### src/rtl/eth_frame_rr_arb.sv
// Round-robin arbiter granting whole Ethernet frames (header + payload) from S_COUNT sources.
// Optional stalled-payload abort path is enabled by defining ETH_ARB_TIMEOUT_EN.
module eth_frame_rr_arb #(
    parameter int S_COUNT    = 2,
    parameter int DATA_WIDTH = 8,
    parameter int TIMEOUT    = 1024,
    localparam int IW        = (S_COUNT > 1) ? $clog2(S_COUNT) : 1
) (
    input  logic                          clk,
    input  logic                          rst,
    input  logic [S_COUNT-1:0]            s_eth_hdr_valid,
    output logic [S_COUNT-1:0]            s_eth_hdr_ready,
    input  logic [S_COUNT*48-1:0]         s_eth_dest_mac,
    input  logic [S_COUNT*48-1:0]         s_eth_src_mac,
    input  logic [S_COUNT*16-1:0]         s_eth_type,
    input  logic [S_COUNT*DATA_WIDTH-1:0] s_eth_payload_axis_tdata,
    input  logic [S_COUNT-1:0]            s_eth_payload_axis_tvalid,
    input  logic [S_COUNT-1:0]            s_eth_payload_axis_tlast,
    input  logic [S_COUNT-1:0]            s_eth_payload_axis_tuser,
    output logic [S_COUNT-1:0]            s_eth_payload_axis_tready,
    output logic                          m_eth_hdr_valid,
    input  logic                          m_eth_hdr_ready,
    output logic [47:0]                   m_eth_dest_mac,
    output logic [47:0]                   m_eth_src_mac,
    output logic [15:0]                   m_eth_type,
    output logic [DATA_WIDTH-1:0]         m_eth_payload_axis_tdata,
    output logic                          m_eth_payload_axis_tvalid,
    output logic                          m_eth_payload_axis_tlast,
    output logic                          m_eth_payload_axis_tuser,
    input  logic                          m_eth_payload_axis_tready,
    output logic                          grant_valid,
    output logic [IW-1:0]                 grant_index,
    output logic [2:0]                    dbg_state
);

    // Handshakes: a transfer happens on a rising edge where valid and ready are both 1.
    // Valid never waits on ready; header ready is combinational on header valid in IDLE.
`ifdef ETH_ARB_TIMEOUT_EN
    typedef enum logic [2:0] {
        ST_IDLE = 3'd0, ST_HDR = 3'd1, ST_PAYLOAD = 3'd2, ST_ABORT = 3'd3, ST_DRAIN = 3'd4
    } state_t;
`else
    typedef enum logic [2:0] {
        ST_IDLE = 3'd0, ST_HDR = 3'd1, ST_PAYLOAD = 3'd2
    } state_t;
`endif

    localparam int CW = IW + 1;
    localparam logic [CW-1:0] S_CNT_W  = CW'(S_COUNT);
    localparam logic [IW-1:0] LAST_IDX = IW'(S_COUNT - 1);

    if (S_COUNT < 2 || S_COUNT > 8 || TIMEOUT < 1) begin : g_param_check
        $error("eth_frame_rr_arb: unsupported S_COUNT or TIMEOUT");
    end

    state_t state, state_next;
    logic [IW-1:0] ptr;
    logic [CW-1:0] cand;
    logic          win_found;
    logic [IW-1:0] win_idx;
    logic [S_COUNT-1:0] grant_oh;
    logic          g_tvalid, g_tlast, g_tuser;
    logic [DATA_WIDTH-1:0] g_tdata;
    logic [S_COUNT-1:0]    hdr_ready_c, tready_c;
    logic [DATA_WIDTH-1:0] m_tdata_c;
    logic                  m_tvalid_c, m_tlast_c, m_tuser_c;

    // Rotating search: first requester at or above the pointer, wrapping around.
    always_comb begin
        win_found = 1'b0;
        win_idx   = '0;
        cand      = '0;
        for (int k = 0; k < S_COUNT; k++) begin
            cand = {1'b0, ptr} + CW'(k);
            if (cand >= S_CNT_W) cand = cand - S_CNT_W;
            if (!win_found && s_eth_hdr_valid[cand[IW-1:0]]) begin
                win_found = 1'b1;
                win_idx   = cand[IW-1:0];
            end
        end
    end

    assign grant_oh = {{(S_COUNT-1){1'b0}}, 1'b1} << grant_index;
    assign g_tvalid = s_eth_payload_axis_tvalid[grant_index];
    assign g_tlast  = s_eth_payload_axis_tlast[grant_index];
    assign g_tuser  = s_eth_payload_axis_tuser[grant_index];
    assign g_tdata  = s_eth_payload_axis_tdata[grant_index*DATA_WIDTH +: DATA_WIDTH];

`ifdef ETH_ARB_TIMEOUT_EN
    localparam int TW = $clog2(TIMEOUT + 1);
    logic [TW-1:0] to_cnt;
    logic          to_hit;
    assign to_hit = (to_cnt == TW'(TIMEOUT - 1));
`endif

    always_comb begin
        state_next  = state;
        hdr_ready_c = '0;
        tready_c    = '0;
        m_tdata_c   = '0;
        m_tvalid_c  = 1'b0;
        m_tlast_c   = 1'b0;
        m_tuser_c   = 1'b0;
        case (state)
            ST_IDLE: begin
                if (win_found) begin
                    hdr_ready_c = {{(S_COUNT-1){1'b0}}, 1'b1} << win_idx;
                    state_next  = ST_HDR;
                end
            end
            ST_HDR: begin
                if (m_eth_hdr_ready) state_next = ST_PAYLOAD;
            end
            ST_PAYLOAD: begin
                m_tdata_c  = g_tdata;
                m_tvalid_c = g_tvalid;
                m_tlast_c  = g_tlast;
                m_tuser_c  = g_tuser;
                tready_c   = m_eth_payload_axis_tready ? grant_oh : '0;
                if (g_tvalid && g_tlast && m_eth_payload_axis_tready) state_next = ST_IDLE;
`ifdef ETH_ARB_TIMEOUT_EN
                else if (!g_tvalid && to_hit) state_next = ST_ABORT;
`endif
            end
`ifdef ETH_ARB_TIMEOUT_EN
            // Close the downstream frame as errored, then swallow the rest of the source frame.
            ST_ABORT: begin
                m_tvalid_c = 1'b1;
                m_tlast_c  = 1'b1;
                m_tuser_c  = 1'b1;
                if (m_eth_payload_axis_tready)
                    state_next = (g_tvalid && g_tlast) ? ST_IDLE : ST_DRAIN;
            end
            ST_DRAIN: begin
                tready_c = grant_oh;
                if (g_tvalid && g_tlast) state_next = ST_IDLE;
            end
`endif
            default: state_next = ST_IDLE;
        endcase
    end

    // Reset must silence combinational outputs immediately, not at the next edge.
    assign s_eth_hdr_ready           = rst ? '0 : hdr_ready_c;
    assign s_eth_payload_axis_tready = rst ? '0 : tready_c;
    assign m_eth_payload_axis_tdata  = rst ? '0 : m_tdata_c;
    assign m_eth_payload_axis_tvalid = m_tvalid_c & ~rst;
    assign m_eth_payload_axis_tlast  = m_tlast_c & ~rst;
    assign m_eth_payload_axis_tuser  = m_tuser_c & ~rst;
    assign dbg_state                 = state;

    always_ff @(posedge clk or posedge rst) begin
        if (rst) begin
            state           <= ST_IDLE;
            ptr             <= '0;
            grant_index     <= '0;
            grant_valid     <= 1'b0;
            m_eth_hdr_valid <= 1'b0;
            m_eth_dest_mac  <= '0;
            m_eth_src_mac   <= '0;
            m_eth_type      <= '0;
        end else begin
            state <= state_next;
            if (state == ST_IDLE && win_found) begin
                m_eth_dest_mac  <= s_eth_dest_mac[win_idx*48 +: 48];
                m_eth_src_mac   <= s_eth_src_mac[win_idx*48 +: 48];
                m_eth_type      <= s_eth_type[win_idx*16 +: 16];
                m_eth_hdr_valid <= 1'b1;
                grant_index     <= win_idx;
                grant_valid     <= 1'b1;
                ptr             <= (win_idx == LAST_IDX) ? '0 : win_idx + 1'b1;
            end
            if (state == ST_HDR && m_eth_hdr_ready) m_eth_hdr_valid <= 1'b0;
            if (state != ST_IDLE && state_next == ST_IDLE) grant_valid <= 1'b0;
        end
    end

`ifdef ETH_ARB_TIMEOUT_EN
    always_ff @(posedge clk or posedge rst) begin
        if (rst) begin
            to_cnt <= '0;
        end else if (state != ST_PAYLOAD) begin
            to_cnt <= '0;
        end else if (g_tvalid) begin
            if (m_eth_payload_axis_tready) to_cnt <= '0;
        end else begin
            to_cnt <= to_cnt + 1'b1;
        end
    end
`endif

endmodule

### config.mk
export PLATFORM = sky130hd
export DESIGN_NAME = eth_frame_rr_arb
export DESIGN_NICKNAME = d
export VERILOG_FILES = /design/src/rtl/eth_frame_rr_arb.sv
export SDC_FILE = /design/constraint.sdc
export NUM_CORES = 1
export LEC_CHECK = 0
export ABC_AREA = 1
export BUFFER_PORTS_ARGS = -buffer_cell sky130_fd_sc_hd__clkbuf_2
export CORE_AREA = 2 2 150 152
export CTS_CLUSTER_DIAMETER = 200
export DETAILED_ROUTE_END_ITERATION = 6
export DIE_AREA = 0 0 152 154
export HOLD_SLACK_MARGIN = 0.08
export PLACE_DENSITY = 0.6
export SKIP_CTS_REPAIR_TIMING = 1
export SYNTH_ARGS = -nofsm -noshare
export SYNTH_HDL_FRONTEND = slang
export SYNTH_SLANG_ARGS = --single-unit
### constraint.sdc
create_clock -name clk -period 5.4 [get_ports clk]
set_input_delay 0.54 -clock clk [delete_from_list [all_inputs] [get_ports clk]]
set_output_delay 0.54 -clock clk [all_outputs]
set_load 0.03 [all_outputs]
==> out/qor.yml <==
route:
  ant_nets: 0
  firstDrtPassIters: 4
  viasPerCell: 5.00
  drcViolationCount: 0
  drt-initial-drc-count: 504
  vias: 6711
  wl_per_cell_um: 17.3
  routed_wl_um: 23200
setup_path:
  cp_max_fo: 60
  crit_type: "input pin to output port"
  reg2reg_slack_ps: 2810
  required_ps: 4860
  start_kind: "input pin"
  worstPathArrival_ps: 2200
  max_stage_delay_ps: 540
  worstPathCellList: "clkbuf_2, inv_4, nand2_1, nor3_1, clkbuf_2"
  crit_top_cell: "clkbuf_2"
  critPathCaptureType: "output port"
  crit_slowest_cell: "inv_4"
  worst_path_dominant_cell_family: "buffers and inverters"
  path_buf_inv: 3
global_route:
  grt_pass1_vias: 6694
  grt_pass1_wl_um: 37000
  gr-total-overflow: 0
  grt_max_degree: 123
  antenna_found_initial: 3
  grt_use_total_pct: 19.8
logic_synthesis:
  synth_ff_type: "dfrtp_1"
  avgSynthCellArea_um2: 8.28
  ys.warnings.count: 0
  synth_fa_ha_area_share_pct: 0
  yosysUniqueCellTypes: 20
  synth_edf_count: 0
  yosys-top-cells-area: "dfrtp_1 (50%), nand3_1 (19%), nand4_1 (12%)"
  synth_compound_area_share_pct: 1.31
  synthSimpleGateAreaFrac_pct: 41.3
  syn_inst: 716
  synthMuxAreaShare_pct: 0
  syn_area_um2: 5930
  synth.net_count: 968
  synth_common_cells: "nand3_1 (229), nand2_1 (146), dfrtp_1 (119)"
  synth-seq-area-share_pct: 50.2
  yosys.cell_count.top_type: "nand3_1"
  async_reset_ff_share_pct: 100
  netlist.area_leader.share_pct: 50.2
  yosys.area_share.xor_xnor_pct: 0
  ys_seq_elements: 119
  synth_top_family_by_area: "simple AND/OR/NAND/NOR gates"
  yosysTopAreaCell: "dfrtp_1"
cts:
  cts_inserted_buffers: 17
  clk_latency_ps: 410
  cts_max_path_buffers: 2
  htreeDepth: 4
  clk_pin_slew_ps: 60
  cts_tree: "yes"
  cts_root_buf: "clkbuf_16"
  cts.sinks: 119
power:
  power_density_nw_per_um2: 465
  leakage_nw: 4.50
  ir_drop_v: 0.000186
floorplanning:
  ioPinCount: 385
  fp.dieH_um: 154
  die_area_um2: 23400
  initial_core_util_pct: 27.3
  rows: 54
  core_um2: 21700
  dieWidth_um: 152
sta:
  setup_viol: 0
  final_max_slew_viol_count: 0
  period_minus_slack_ps: 2740
  rsz0062_at_grt: "false"
  fin_hold_ws_ps: 285
  max_slew_margin_pct: 20.3
  worst_slew_pin_slew_ps: 1200
  fin_crit_sh_pct: 50.8
  hold_viol: 0
  fmax_mhz: 365
  skew_ps: 8.65
  fin_setup_tns_ps: 0
job:
  maxCapViolCount: 0
layout:
  final_cell_area_um2: 8460
  fin_util_pct: 39.0
  area_growth_pct: 42.8
  finalNetCount: 1301
  drive_gt1_share_pct: 40.4
  instances_no_fill: 1342
  nFillCells: 2291
placement:
  post_dp_cell_area_um2: 7890
  dp_hpwl_um: 15800
  dp_cells: 1310
  port_buffers: 384
  place.gp.congestion: 0.809
outcome:
  status: "complete, no violations"
hold_path:
  hold_path_class: "input pin to async pin"
==> final timing paths <==
kind / depth (start not counted) / from / end
hold reg to reg: 2 / m_eth_src_mac[43] / m_eth_src_mac[43]
setup reg to reg: 6 / dbg_state[1] / m_eth_type[14]
min in group clk: 3 / s_eth_dest_mac[22] / m_eth_dest_mac[22]
hold / removal: 2 / rst / m_eth_hdr_valid
setup / recovery: 5 / rst / s_eth_payload_axis_tready[0]
max in group asynchronous: 3 / rst / m_eth_type[2]
==> per-layer routing <==
| layer | part of all wire (%) | global-route usage [%] | routed length, µm | vias up |
|---|---|---|---|---|
| met3 | 8.5 | 6.65 | 1980 | 29 |
| met5 | 0.056 | 0 | 13 | - |
| met1 | 41 | 24.0 | 9610 | 3143 |
| met2 | 48 | 33.4 | 11300 | 314 |
| met4 | 1.6 | 6.32 | 369 | 2 |
| li1 | - | - | - | 3223 |
==> worst reg2reg max path: stages (launching register included) <==
cell and delay (ps):
dfrtp_1 430, nor2_4 150, nand2_1 90, nor2_4 400
buf_4 940, nand3_1 350, nand3_1 170
==> cell usage in the layout, fill, tap and decap left out, drive strengths merged <==
cell / netlist / routed
nand2: 146 / 146
or2: 1 / 1
clkbuf: 25 / 404
o21a: 1 / 1
nor3: 2 / 2
diode: 0 / 2
nand3: 229 / 229
clkinv: 0 / 6
inv: 8 / 8
dfrtp: 119 / 119
nor2: 6 / 6
o21ai: 3 / 3
bufinv: 0 / 2
a21oi: 11 / 11
buf: 52 / 8
clkinvlp: 0 / 1
nand4: 112 / 112
conb: 1 / 1
==> layout make-up <==
| type | instances | area, µm² | area share (%) |
|---|---|---|---|
| Sequential cell | 119 | 2980 | 35.2 |
| Multi-Input combinational cell | 512 | 2550 | 30.1 |
| Timing Repair Buffer | 391 | 1980 | 23.4 |
| Clock buffer | 21 | 470 | 5.56 |
| Tap cell | 280 | 350 | 4.14 |
| Clock inverter | 9 | 101 | 1.20 |
| Inverter | 8 | 35.0 | 0.414 |
| Antenna cell | 2 | 5.00 | 0.0591 |
==> report_power, final <==
part	switching, mW	internal (mW)	total [mW]	leakage (nW)
Sequential	0.159	1.16	1.32	1.47
Clock	0.413	0.708	1.12	0.284
Combinational	1.08	0.418	1.50	2.74
Total	1.65	2.28	3.94	4.50
==> per-stage QoR <==
stage               worst slack [ps]  power (mW)
floorplan                        667        2.32
global placement                2300        2.83
detailed placement              2240        2.84
CTS                             2570        3.98
global route                    2370        4.17
finish                          2660        3.94
==> state kept, by name, indices dropped and copies added, names as in the netlist <==
register,count
dbg_state,3
grant_index,1
grant_valid,1
m_eth_dest_mac,48
m_eth_hdr_valid,1
m_eth_src_mac,48
m_eth_type,16
ptr,1
==> cells by family (layout without fill, tap and decap cells) <==
| family | Yosys count | after routing |
|---|---|---|
| other cells | 1 | 3 |
| buf+inv | 85 | 429 |
| compound gates | 15 | 15 |
| flops | 119 | 119 |
| simple gates | 496 | 496 |
(Power assumes the default switching activity.)
